===== src/rtl/mopshub_test_pkg.sv =====
// Shared types for the MOPSHUB bus test sequencer.
//   seq_state_t : sequencer FSM states
//   test_mode_t : which test kinds run per bus
//   CNT_W       : width of the saturating pass / timeout counters
//   first_state : entry test state for a given mode
package mopshub_test_pkg;

  typedef enum logic [2:0] {
    ST_IDLE,
    ST_RUN_RX,
    ST_ENDWAIT,
    ST_GAP,
    ST_RUN_TX,
    ST_RUN_ADV,
    ST_NEXT,
    ST_DONE
  } seq_state_t;

  typedef enum logic [1:0] {
    MODE_RX,
    MODE_TX,
    MODE_RX_TX,
    MODE_ADV
  } test_mode_t;

  // Counters of this width stop at all-ones instead of wrapping.
  localparam int unsigned CNT_W = 16;

  // First test state entered for each bus in the given mode.
  function automatic seq_state_t first_state(input test_mode_t m);
    case (m)
      MODE_TX:  return ST_RUN_TX;
      MODE_ADV: return ST_RUN_ADV;
      default:  return ST_RUN_RX;
    endcase
  endfunction

endpackage


===== src/rtl/mopshub_sat_counter.sv =====
// Saturating up-counter with synchronous clear.
//   clk, rst : clock, synchronous active-high reset
//   inc      : add one unless already at all-ones
//   clr      : return to zero (wins over inc)
//   q        : registered count
module mopshub_sat_counter #(
  parameter int unsigned W = 16
) (
  input  logic         clk,
  input  logic         rst,
  input  logic         inc,
  input  logic         clr,
  output logic [W-1:0] q
);

  logic [W-1:0] q_q;
  logic [W-1:0] q_d;

  always_comb begin
    q_d = q_q;
    if (clr) begin
      q_d = '0;
    end else if (inc && (q_q != {W{1'b1}})) begin
      q_d = q_q + W'(1);
    end
  end

  always_ff @(posedge clk) begin
    if (rst) begin
      q_q <= '0;
    end else begin
      q_q <= q_d;
    end
  end

  assign q = q_q;

endmodule


===== src/rtl/mopshub_bus_test_sequencer.sv =====
// Walks buses 0..n_buses-1 raising one RX / TX / advanced test request at a
// time, waits for the matching end strobe or a timeout, and keeps per-bus
// pass/fail maps plus pass and timeout counters.
//   clk, rst                 : clock, synchronous active-high reset
//   start, abort             : begin a run (from IDLE/DONE) / return to IDLE
//   mode, loop_en, n_buses   : run configuration (mode, n_buses latched at start)
//   test_*_end, test_ok      : end strobes and result from the tb environment
//   test_rx/tx/adv, bus_sel  : registered request levels and bus under test
//   endwait_all              : one-cycle pulse after each completed RX test
//   busy, done               : run in progress / single pass finished
//   pass_map, fail_map       : per-bus results
//   pass_cnt, timeout_cnt    : saturating pass and timeout counters
module mopshub_bus_test_sequencer
  import mopshub_test_pkg::*;
#(
  parameter int unsigned N_BUS       = 16,
  parameter int unsigned BUS_W       = 5,
  parameter int unsigned TIMEOUT_CYC = 4096,
  parameter int unsigned GAP_CYC     = 120
) (
  input  logic             clk,
  input  logic             rst,
  input  logic             start,
  input  logic             abort,
  input  logic [1:0]       mode,
  input  logic             loop_en,
  input  logic [BUS_W-1:0] n_buses,
  input  logic             test_rx_end,
  input  logic             test_tx_end,
  input  logic             test_adv_end,
  input  logic             test_ok,
  output logic             test_rx,
  output logic             test_tx,
  output logic             test_adv,
  output logic [BUS_W-1:0] bus_sel,
  output logic             endwait_all,
  output logic             busy,
  output logic             done,
  output logic [N_BUS-1:0] pass_map,
  output logic [N_BUS-1:0] fail_map,
  output logic [15:0]      pass_cnt,
  output logic [15:0]      timeout_cnt
);

  localparam int unsigned TMAX    = (TIMEOUT_CYC > GAP_CYC) ? TIMEOUT_CYC : GAP_CYC;
  localparam int unsigned TIMER_W = $clog2(TMAX + 1);

  seq_state_t       state_q, state_d;
  test_mode_t       mode_q, mode_d;
  logic [BUS_W-1:0] bus_sel_q, bus_sel_d;
  logic [BUS_W-1:0] eff_n_q, eff_n_d;
  logic [TIMER_W-1:0] timer_q, timer_d;
  logic [N_BUS-1:0] pass_map_q, pass_map_d;
  logic [N_BUS-1:0] fail_map_q, fail_map_d;
  logic             test_rx_q, test_rx_d;
  logic             test_tx_q, test_tx_d;
  logic             test_adv_q, test_adv_d;
  logic             endwait_q, endwait_d;
  logic             busy_q, busy_d;
  logic             done_q, done_d;

  logic             pass_inc_c, to_inc_c, cnt_clr_c;
  logic             strobe_c, timeout_c, last_bus_c;
  logic [N_BUS-1:0] bus_mask_c;
  logic [BUS_W-1:0] n_clamp_c;

  // Decode of the current bus, the clamped bus count and the accepted strobe.
  always_comb begin
    bus_mask_c = N_BUS'(1) << bus_sel_q;
    n_clamp_c  = (n_buses > BUS_W'(N_BUS)) ? BUS_W'(N_BUS) : n_buses;
    last_bus_c = (bus_sel_q == (eff_n_q - BUS_W'(1)));
    timeout_c  = (timer_q == TIMER_W'(TIMEOUT_CYC - 1));
    case (state_q)
      ST_RUN_RX:  strobe_c = test_rx_end;
      ST_RUN_TX:  strobe_c = test_tx_end;
      ST_RUN_ADV: strobe_c = test_adv_end;
      default:    strobe_c = 1'b0;
    endcase
  end

  // Next-state and next-output logic.
  always_comb begin
    state_d    = state_q;
    mode_d     = mode_q;
    bus_sel_d  = bus_sel_q;
    eff_n_d    = eff_n_q;
    timer_d    = '0;
    pass_map_d = pass_map_q;
    fail_map_d = fail_map_q;
    pass_inc_c = 1'b0;
    to_inc_c   = 1'b0;
    cnt_clr_c  = 1'b0;

    if (abort) begin
      state_d = ST_IDLE;
    end else begin
      case (state_q)
        ST_IDLE, ST_DONE: begin
          if (start) begin
            pass_map_d = '0;
            fail_map_d = '0;
            cnt_clr_c  = 1'b1;
            bus_sel_d  = '0;
            eff_n_d    = n_clamp_c;
            mode_d     = test_mode_t'(mode);
            state_d    = (n_clamp_c == '0) ? ST_DONE : first_state(test_mode_t'(mode));
          end
        end
        ST_RUN_RX, ST_RUN_TX, ST_RUN_ADV: begin
          // A strobe on the timeout cycle still counts as a normal end.
          if (strobe_c || timeout_c) begin
            if (!strobe_c || !test_ok) begin
              fail_map_d = fail_map_q | bus_mask_c;
            end
            to_inc_c = !strobe_c;
            state_d  = (state_q == ST_RUN_RX) ? ST_ENDWAIT : ST_NEXT;
          end else begin
            timer_d = timer_q + TIMER_W'(1);
          end
        end
        ST_ENDWAIT: begin
          state_d = (mode_q == MODE_RX_TX) ? ST_GAP : ST_NEXT;
        end
        ST_GAP: begin
          if (timer_q == TIMER_W'(GAP_CYC - 1)) begin
            state_d = ST_RUN_TX;
          end else begin
            timer_d = timer_q + TIMER_W'(1);
          end
        end
        ST_NEXT: begin
          pass_map_d = (pass_map_q & ~bus_mask_c) | (~fail_map_q & bus_mask_c);
          if (last_bus_c) begin
            pass_inc_c = 1'b1;
            if (loop_en) begin
              // fail_map stays sticky across passes; pass_map is rebuilt.
              bus_sel_d  = '0;
              pass_map_d = '0;
              state_d    = first_state(mode_q);
            end else begin
              state_d = ST_DONE;
            end
          end else begin
            bus_sel_d = bus_sel_q + BUS_W'(1);
            state_d   = first_state(mode_q);
          end
        end
        default: state_d = ST_IDLE;
      endcase
    end

    test_rx_d  = (state_d == ST_RUN_RX);
    test_tx_d  = (state_d == ST_RUN_TX);
    test_adv_d = (state_d == ST_RUN_ADV);
    endwait_d  = (state_d == ST_ENDWAIT);
    done_d     = (state_d == ST_DONE);
    busy_d     = (state_d != ST_IDLE) && (state_d != ST_DONE);
  end

  // FSM, timer and registered outputs.
  always_ff @(posedge clk) begin
    if (rst) begin
      state_q    <= ST_IDLE;
      mode_q     <= MODE_RX;
      bus_sel_q  <= '0;
      eff_n_q    <= '0;
      timer_q    <= '0;
      pass_map_q <= '0;
      fail_map_q <= '0;
      test_rx_q  <= 1'b0;
      test_tx_q  <= 1'b0;
      test_adv_q <= 1'b0;
      endwait_q  <= 1'b0;
      busy_q     <= 1'b0;
      done_q     <= 1'b0;
    end else begin
      state_q    <= state_d;
      mode_q     <= mode_d;
      bus_sel_q  <= bus_sel_d;
      eff_n_q    <= eff_n_d;
      timer_q    <= timer_d;
      pass_map_q <= pass_map_d;
      fail_map_q <= fail_map_d;
      test_rx_q  <= test_rx_d;
      test_tx_q  <= test_tx_d;
      test_adv_q <= test_adv_d;
      endwait_q  <= endwait_d;
      busy_q     <= busy_d;
      done_q     <= done_d;
    end
  end

  mopshub_sat_counter #(.W(CNT_W)) u_pass_cnt (
    .clk (clk),
    .rst (rst),
    .inc (pass_inc_c),
    .clr (cnt_clr_c),
    .q   (pass_cnt)
  );

  mopshub_sat_counter #(.W(CNT_W)) u_timeout_cnt (
    .clk (clk),
    .rst (rst),
    .inc (to_inc_c),
    .clr (cnt_clr_c),
    .q   (timeout_cnt)
  );

  assign test_rx     = test_rx_q;
  assign test_tx     = test_tx_q;
  assign test_adv    = test_adv_q;
  assign bus_sel     = bus_sel_q;
  assign endwait_all = endwait_q;
  assign busy        = busy_q;
  assign done        = done_q;
  assign pass_map    = pass_map_q;
  assign fail_map    = fail_map_q;

endmodule


===== config.mk =====
export PLATFORM = sky130hd
export DESIGN_NAME = mopshub_bus_test_sequencer
export DESIGN_NICKNAME = d
export VERILOG_FILES = /design/src/rtl/mopshub_test_pkg.sv /design/src/rtl/mopshub_sat_counter.sv /design/src/rtl/mopshub_bus_test_sequencer.sv
export SDC_FILE = /design/constraint.sdc
export NUM_CORES = 1
export LEC_CHECK = 0
export ABC_AREA = 1
export CAP_MARGIN = 5
export CORE_MARGIN = 2
export CORE_UTILIZATION = 25
export DETAILED_ROUTE_END_ITERATION = 10
export SYNTH_ARGS = -nofsm -noshare
export SYNTH_HDL_FRONTEND = slang
export SYNTH_SLANG_ARGS = --single-unit

===== constraint.sdc =====
create_clock -name clk -period 2.8 [get_ports clk]
set_clock_uncertainty 0.2 [all_clocks]
set_input_delay 0.7 -clock clk [delete_from_list [all_inputs] [get_ports clk]]
set_output_delay 0.7 -clock clk [all_outputs]
set_load 0.01 [all_outputs]

Yosys cells after proc, flatten, opt, wreduce, memory -nomap -nowiden

Index checks and enable logic that the tools add are counted.

Add/sub/neg operators: 5
$lt $le $gt $ge: 1
Equality and inequality tests: 27
Shifts and indexed selects: 1
Muxes and demuxes: 37
Bitwise logic cells: 7
Reduce and logical (&&, ||, !) cells: 20

Operators by type and width:

| operator                                               | count |
|---|---|
| 2-to-1 mux 16 bit                                      | 5 |
| one-hot mux 16 bit (2 select lines)                    | 2 |
| adder 16 x 1 -> 16 bit (second input constant)         | 2 |
| AND 16 bit                                             | 2 |
| inequality test 16 bit (second input constant)         | 2 |
| NOT 16 bit                                             | 2 |
| OR 16 bit                                              | 2 |
| 2-to-1 mux 3 bit                                       | 9 |
| 2-to-1 mux 13 bit                                      | 2 |
| one-hot mux 13 bit (2 select lines)                    | 1 |
| equality test 3 bit (second input constant)            | 7 |
| 2-to-1 mux 5 bit                                       | 4 |
| << shifter 1 x 5 -> 16 bit (first input constant)      | 1 |
| one-hot mux 3 bit (5 select lines)                     | 1 |
| adder 13 x 1 -> 13 bit (second input constant)         | 1 |
| equality test 13 x 12 -> 1 bit (second input constant) | 1 |
| equality test 13 x 7 -> 1 bit (second input constant)  | 1 |
| one-hot mux 3 bit (2 select lines)                     | 2 |
| one-hot mux 5 bit (2 select lines)                     | 1 |
| equality test 3 x 2 -> 1 bit (second input constant)   | 3 |
| 2-to-1 mux 1 bit                                       | 9 |
| equality test 2 bit (second input constant)            | 3 |
| equality test 3 x 1 -> 1 bit (second input constant)   | 2 |
| inequality test 2 bit (second input constant)          | 3 |
| 20 further kinds                                       | 30 |

Flip-flop bits (word level): 98
Input bits: 16
Output and inout port bits: 75
Word-level logic and storage cells: 113

Depth between registers and ports, before layout

Gate-level depths: netlist (run 1).

Depth after elaboration: 9
Gate-level depth with buffers: 15
Gate-level depth less buffers: 15

Modules after synthesis

Synthesis (run 1) repeated with hierarchy kept, for this count alone.

Cells, all modules: 789
Area total of the unflattened synthesis: 5321.4 µm²

Modules (own cells, without submodules):

| module                              | times used | cells each | area each (µm²) | sequential area each (µm²) |
|---|---|---|---|---|
| mopshub_bus_test_sequencer          | 1          | 477        | 3358.2          | 1321.3 |
| mopshub_sat_counter (u_pass_cnt)    | 1          | 156        | 1004.7          | 320.3 |
| mopshub_sat_counter (u_timeout_cnt) | 1          | 156        | 958.4           | 320.3 |

Worst setup path after synthesis (run 1)

OpenSTA, ideal clock, no wires.

Path kind: register -> register
From: register eff_n_q[0]
To: register pass_map_q[13], in the netlist pass_map[13]
Library setup time: 0.132 ns
Arrival: 1.728 ns
Data required time: 2.468 ns
Slack: 0.739 ns
Stages on the path, launching flop included: 13
Buffers on the path: 1
Clock period less this slack: 2.061 ns
Path through: dfxtp_1 inv_1 ha_1 inv_1 nand2_1 nand2_1 nand2_1 nor2_1 nand3_2 o21ai_2 buf_2 or2_2 a21oi_1

Longest elaborated chain between the ends: 4

Ends and longest elaborated chain:

| item                                | RTL line                          | RTL |
|---|---|---|
| from (decl)                         | mopshub_bus_test_sequencer.sv:51  | `logic [BUS_W-1:0] eff_n_q, eff_n_d;` |
| from (signal assigned)              | mopshub_bus_test_sequencer.sv:180 | `eff_n_q <= eff_n_d;` |
| subtractor 5 x 1 -> 5 bit           | mopshub_bus_test_sequencer.sv:71  | `last_bus_c = (bus_sel_q == (eff_n_q - BUS_W'(1)));` |
| equality test 5 bit                 | mopshub_bus_test_sequencer.sv:71  |  |
| 2-to-1 mux 16 bit                   | mopshub_bus_test_sequencer.sv:133 | `if (last_bus_c) begin` |
| one-hot mux 16 bit (2 select lines) | mopshub_bus_test_sequencer.sv:97  | `case (state_q)` |
| to (signal assigned)                | mopshub_bus_test_sequencer.sv:182 | `pass_map_q <= pass_map_d;` |
| to (decl)                           | mopshub_bus_test_sequencer.sv:53  | `logic [N_BUS-1:0] pass_map_q, pass_map_d;` |

No other way between the ends.
A chain may end at the register's enable or synchronous reset.

Worst setup path in the final report (run 1)

From: register u_timeout_cnt.q_q[0], in the netlist u_timeout_cnt.q[0]
To: register u_timeout_cnt.q_q[11], in the netlist u_timeout_cnt.q[11]

Longest elaborated chain between the ends: 2
Elaborated cells between the ends (all ways): 3
Classes of those cells: add/sub (1); eq/ne (1); reduce/logical (1)

Ends and longest elaborated chain:

| item                                                           | RTL line                  | RTL |
|---|---|---|
| from (decl)                                                    | mopshub_sat_counter.sv:16 | `logic [W-1:0] q_q;` |
| from (signal assigned)                                         | mopshub_sat_counter.sv:32 | `q_q <= q_d;` |
| branches (longest 2 deep; another with adder 16 x 1 -> 16 bit) | -                         |  |

Several ways; the timed one is not identified.

==> results of run 1 <==
-- stage by stage --
step | utilization [%] | setup WS [ns] | cells | hold slack [ns] | instance area [µm²]
finish | 32.86 | 0.3557 | 1178 | 0.2531 | 6885
global route | 32.86 | 0.1033 | 1178 | 0.2957 | 6885
CTS | 32.86 | 0.3474 | 1178 | 0.2590 | 6885
detailed placement | 31.34 | 0.1342 | 1163 | 0.2457 | 6568
global placement | 31.34 | 0.1381 | 1163 | 0.2366 | 6568
floorplan | - | 0.7393 | 802 | 0.2175 | 5305
-- cell type report --
type                       instances  area, µm²
fill                            2304      14070
timing repair buffer             102       1016
clock buffer                      10      239.0
tap                              275      344.1
inverter                          95      357.8
multi-input combinational        593       2888
sequential                        98       1962
clock inverter                     5      78.83
-- kinds of logic (layout without fill, tap and decap cells) --
kind of cell,count (synthesis),in the layout,synth area share (%)
and+or+nand+nor,451,451,37.15
buffers and inverters,111,212,8.585
AOI/OAI and AO/OA,110,110,11.30
DFF,98,98,36.98
xor gates and xnor gates,22,22,3.632
adders and majority gates,10,10,2.358
-- critical path, delay by kind of cell (launching register included) --
| kind | cells | cell delay (ns) |
|---|---|---|
| flip-flops | 1 | 0.46 |
| AO/OA/AOI/OAI | 1 | 0.14 |
| buffers and inverters | 1 | 0.07 |
| adder cells (fa/ha/maj) | 1 | 0.27 |
| AND/OR/NAND/NOR | 6 | 1.22 |
-- registers in the layout (all words and copies together), names as in the netlist --
| signal | cells |
|---|---|
| state_q | 3 |
| done | 1 |
| endwait_all | 1 |
| test_rx | 1 |
| mode_q | 2 |
| eff_n_q | 5 |
| u_pass_cnt.q | 16 |
| pass_map | 16 |
| bus_sel | 5 |
| fail_map | 16 |
| timer_q | 13 |
| test_tx | 1 |
| test_adv | 1 |
| u_timeout_cnt.q | 16 |
| busy | 1 |
-- power by group through the flow --
stage          registers [mW]  clock network (mW)  logic, mW
2_1_floorplan            1.49                   0      0.278
4_1_cts                  1.45                1.39      0.451
5_1_grt                  1.46                1.44      0.509
6_report                 1.45                1.34      0.449
3_3_place_gp             1.49                   0      0.449
3_5_place_dp             1.49                   0      0.449
-- cell usage after synthesis (all sizes together) --
master,n
buf,13
xor2,14
clkinv,1
nand2,203
nor3b,4
a211oi,3
inv,94
nand3b,3
clkbuf,3
nand3,77
nor2,123
nor4,3
nor3,20
and3b,1
a21oi,71
ha,10
and2,1
o21ai,33
a21boi,1
dfxtp,98
nand4,6
o21bai,1
a31oi,1
or2,10
xnor2,8
-- routing by layer --
| layer | wire length (µm) | track usage (%) |
|---|---|---|
| met1 | 7176 | 18.00 |
| met2 | 6538 | 21.67 |
| met3 | 644 | 2.957 |
| met4 | 283 | 4.340 |
| met5 | 0 | 0 |
-- path summary, 6_finish.rpt --
| kind | startpoint | to | slack [ns] |
|---|---|---|---|
| worst min register to register | timer_q[0] | timer_q[0] | 0.25 |
| worst max-delay path | u_timeout_cnt.q[0] | u_timeout_cnt.q[11] | 0.36 |
| worst min-delay path | timer_q[0] | timer_q[0] | 0.25 |
| worst max register to register | u_timeout_cnt.q[0] | u_timeout_cnt.q[11] | 0.36 |
==> impl_metrics.tcl, run 1 <==
set metrics [dict create \
    drv_slew 0 \
    cp.arrival_ns 2.53 \
    synth_top_area_share_pct 36.98 \
    p_per_area_nw_per_um2 471.3 \
    rows 53 \
    slowest_delay_ns 0.46 \
    total_power_mw 3.245 \
    drive_gt1_share_pct 7.641 \
    antenna_left 0 \
    post_cts_buffers 0 \
    required_ns 2.88 \
    syn_area_per_cell_um2 6.615 \
    p_int_mw 2.388 \
    overflow 0 \
    worstPathCellList "ha_1 -> nand2_1 -> nor2_1 -> inv_1 -> nor3_1 -> nand3_2 -> nand3_2 -> nand2_1 -> a21oi_1" \
    grt_pass1_vias 4923 \
    synth_warnings 0 \
    gp_congestion 0.8697 \
    root_buffer "clkbuf_16" \
    dieWidth_um 149.7 \
    cts.repair.resized 0 \
    synth_top_area_cell "dfxtp_1" \
    hold_buffers 0 \
    synth-seq-cells 98 \
    post-route-min-period_ns 2.444 \
    core_um2 20960 \
    hold_path.class "register to register" \
    firstDrtPassIters 5 \
    dp_hpwl_mm 11.15 \
    syn_area_um2 5305 \
    insertedDiodeCount 0 \
    grt_first_pass_wirelength_mm 24.18 \
    hold_viol 0 \
    initial_core_util_pct 25.32 \
    max_cap_viol_count 0 \
    nets 925 \
    p_sw_mw 0.8571 \
    drt-initial-drc-count 257 \
    timing_worst_setup_path_type "register to register" \
    die_area_um2 22400 \
    fin_tns_setup_ns 0 \
    synth_cell_types 39 \
    portBuffers 90 \
    synthesis.nets 828 \
    final.period_utilization_pct 87.30 \
    num_vias 5274 \
    path_clk_slew_ns 0.07 \
    seqPwrFrac_pct 44.8 \
    clkSinkCount 98 \
    drt-total-wl_mm 14.64 \
    cp-start-kind "register" \
    tightestPinTransition_ns 0.8278 \
    status "completed" \
    power_leakage_nw 2.447 \
    pwr-share-clk_pct 41.3 \
    area_delta_synth_final_pct 29.79 \
    grt_max_degree 21 \
    clock_latency_ns 0.35 \
    final_cell_mix "198 x nand2_1, 116 x nor2_1, 98 x dfxtp_1, 90 x clkdlybuf4s50_1, 87 x inv_1" \
    antenna_found_initial 0 \
    cp_max_fo 9 \
    syn_inst 802 \
    comb_power_share_pct 13.8 \
    finalSetupViolCount 0 \
    cpMaxStageDelayCell "dfxtp_1" \
    cts_made_buffers 9 \
    h-tree-depth 3 \
    final_common_cell "nand2_1" \
    vdd_drop_max_mv 0.2824 \
    drcViolationCount 0 \
    io_pins 91 \
    fmax_mhz 409.1 \
    end_kind "register" \
    die_h_um 149.7 \
    wl_per_cell_um 12.43 \
    relSlewSlack_pct 44.81 \
    rsz0062_at_grt "no" \
    grt_usage_pct 13.49 \
    netlist_top_cells_area "dfxtp_1 37%, nand2_1 14%, nor2_1 8.2%" \
    swShare_pct 26.41 \
    r2r_cells 9 \
    drt-vias-per-instance 4.477 \
    cts_tree "done" \
    min_path_cells 1 \
    yosysSeqAreaShare_pct 36.98 \
    clk_path_buf_depth 2 \
]
No activity file was read; power rests on OpenSTA's default activity.
==> run 2: changes to the inputs <==
--- a/config.mk
+++ b/config.mk
@@ -10,6 +10,7 @@
 export CORE_MARGIN = 2
 export CORE_UTILIZATION = 25
 export DETAILED_ROUTE_END_ITERATION = 10
+export HOLD_SLACK_MARGIN = 0.15
 export SYNTH_ARGS = -nofsm -noshare
 export SYNTH_HDL_FRONTEND = slang
 export SYNTH_SLANG_ARGS = --single-unit
==> results of run 2 <==
The final DEF is identical to that of run 1; final timing and power are the same.
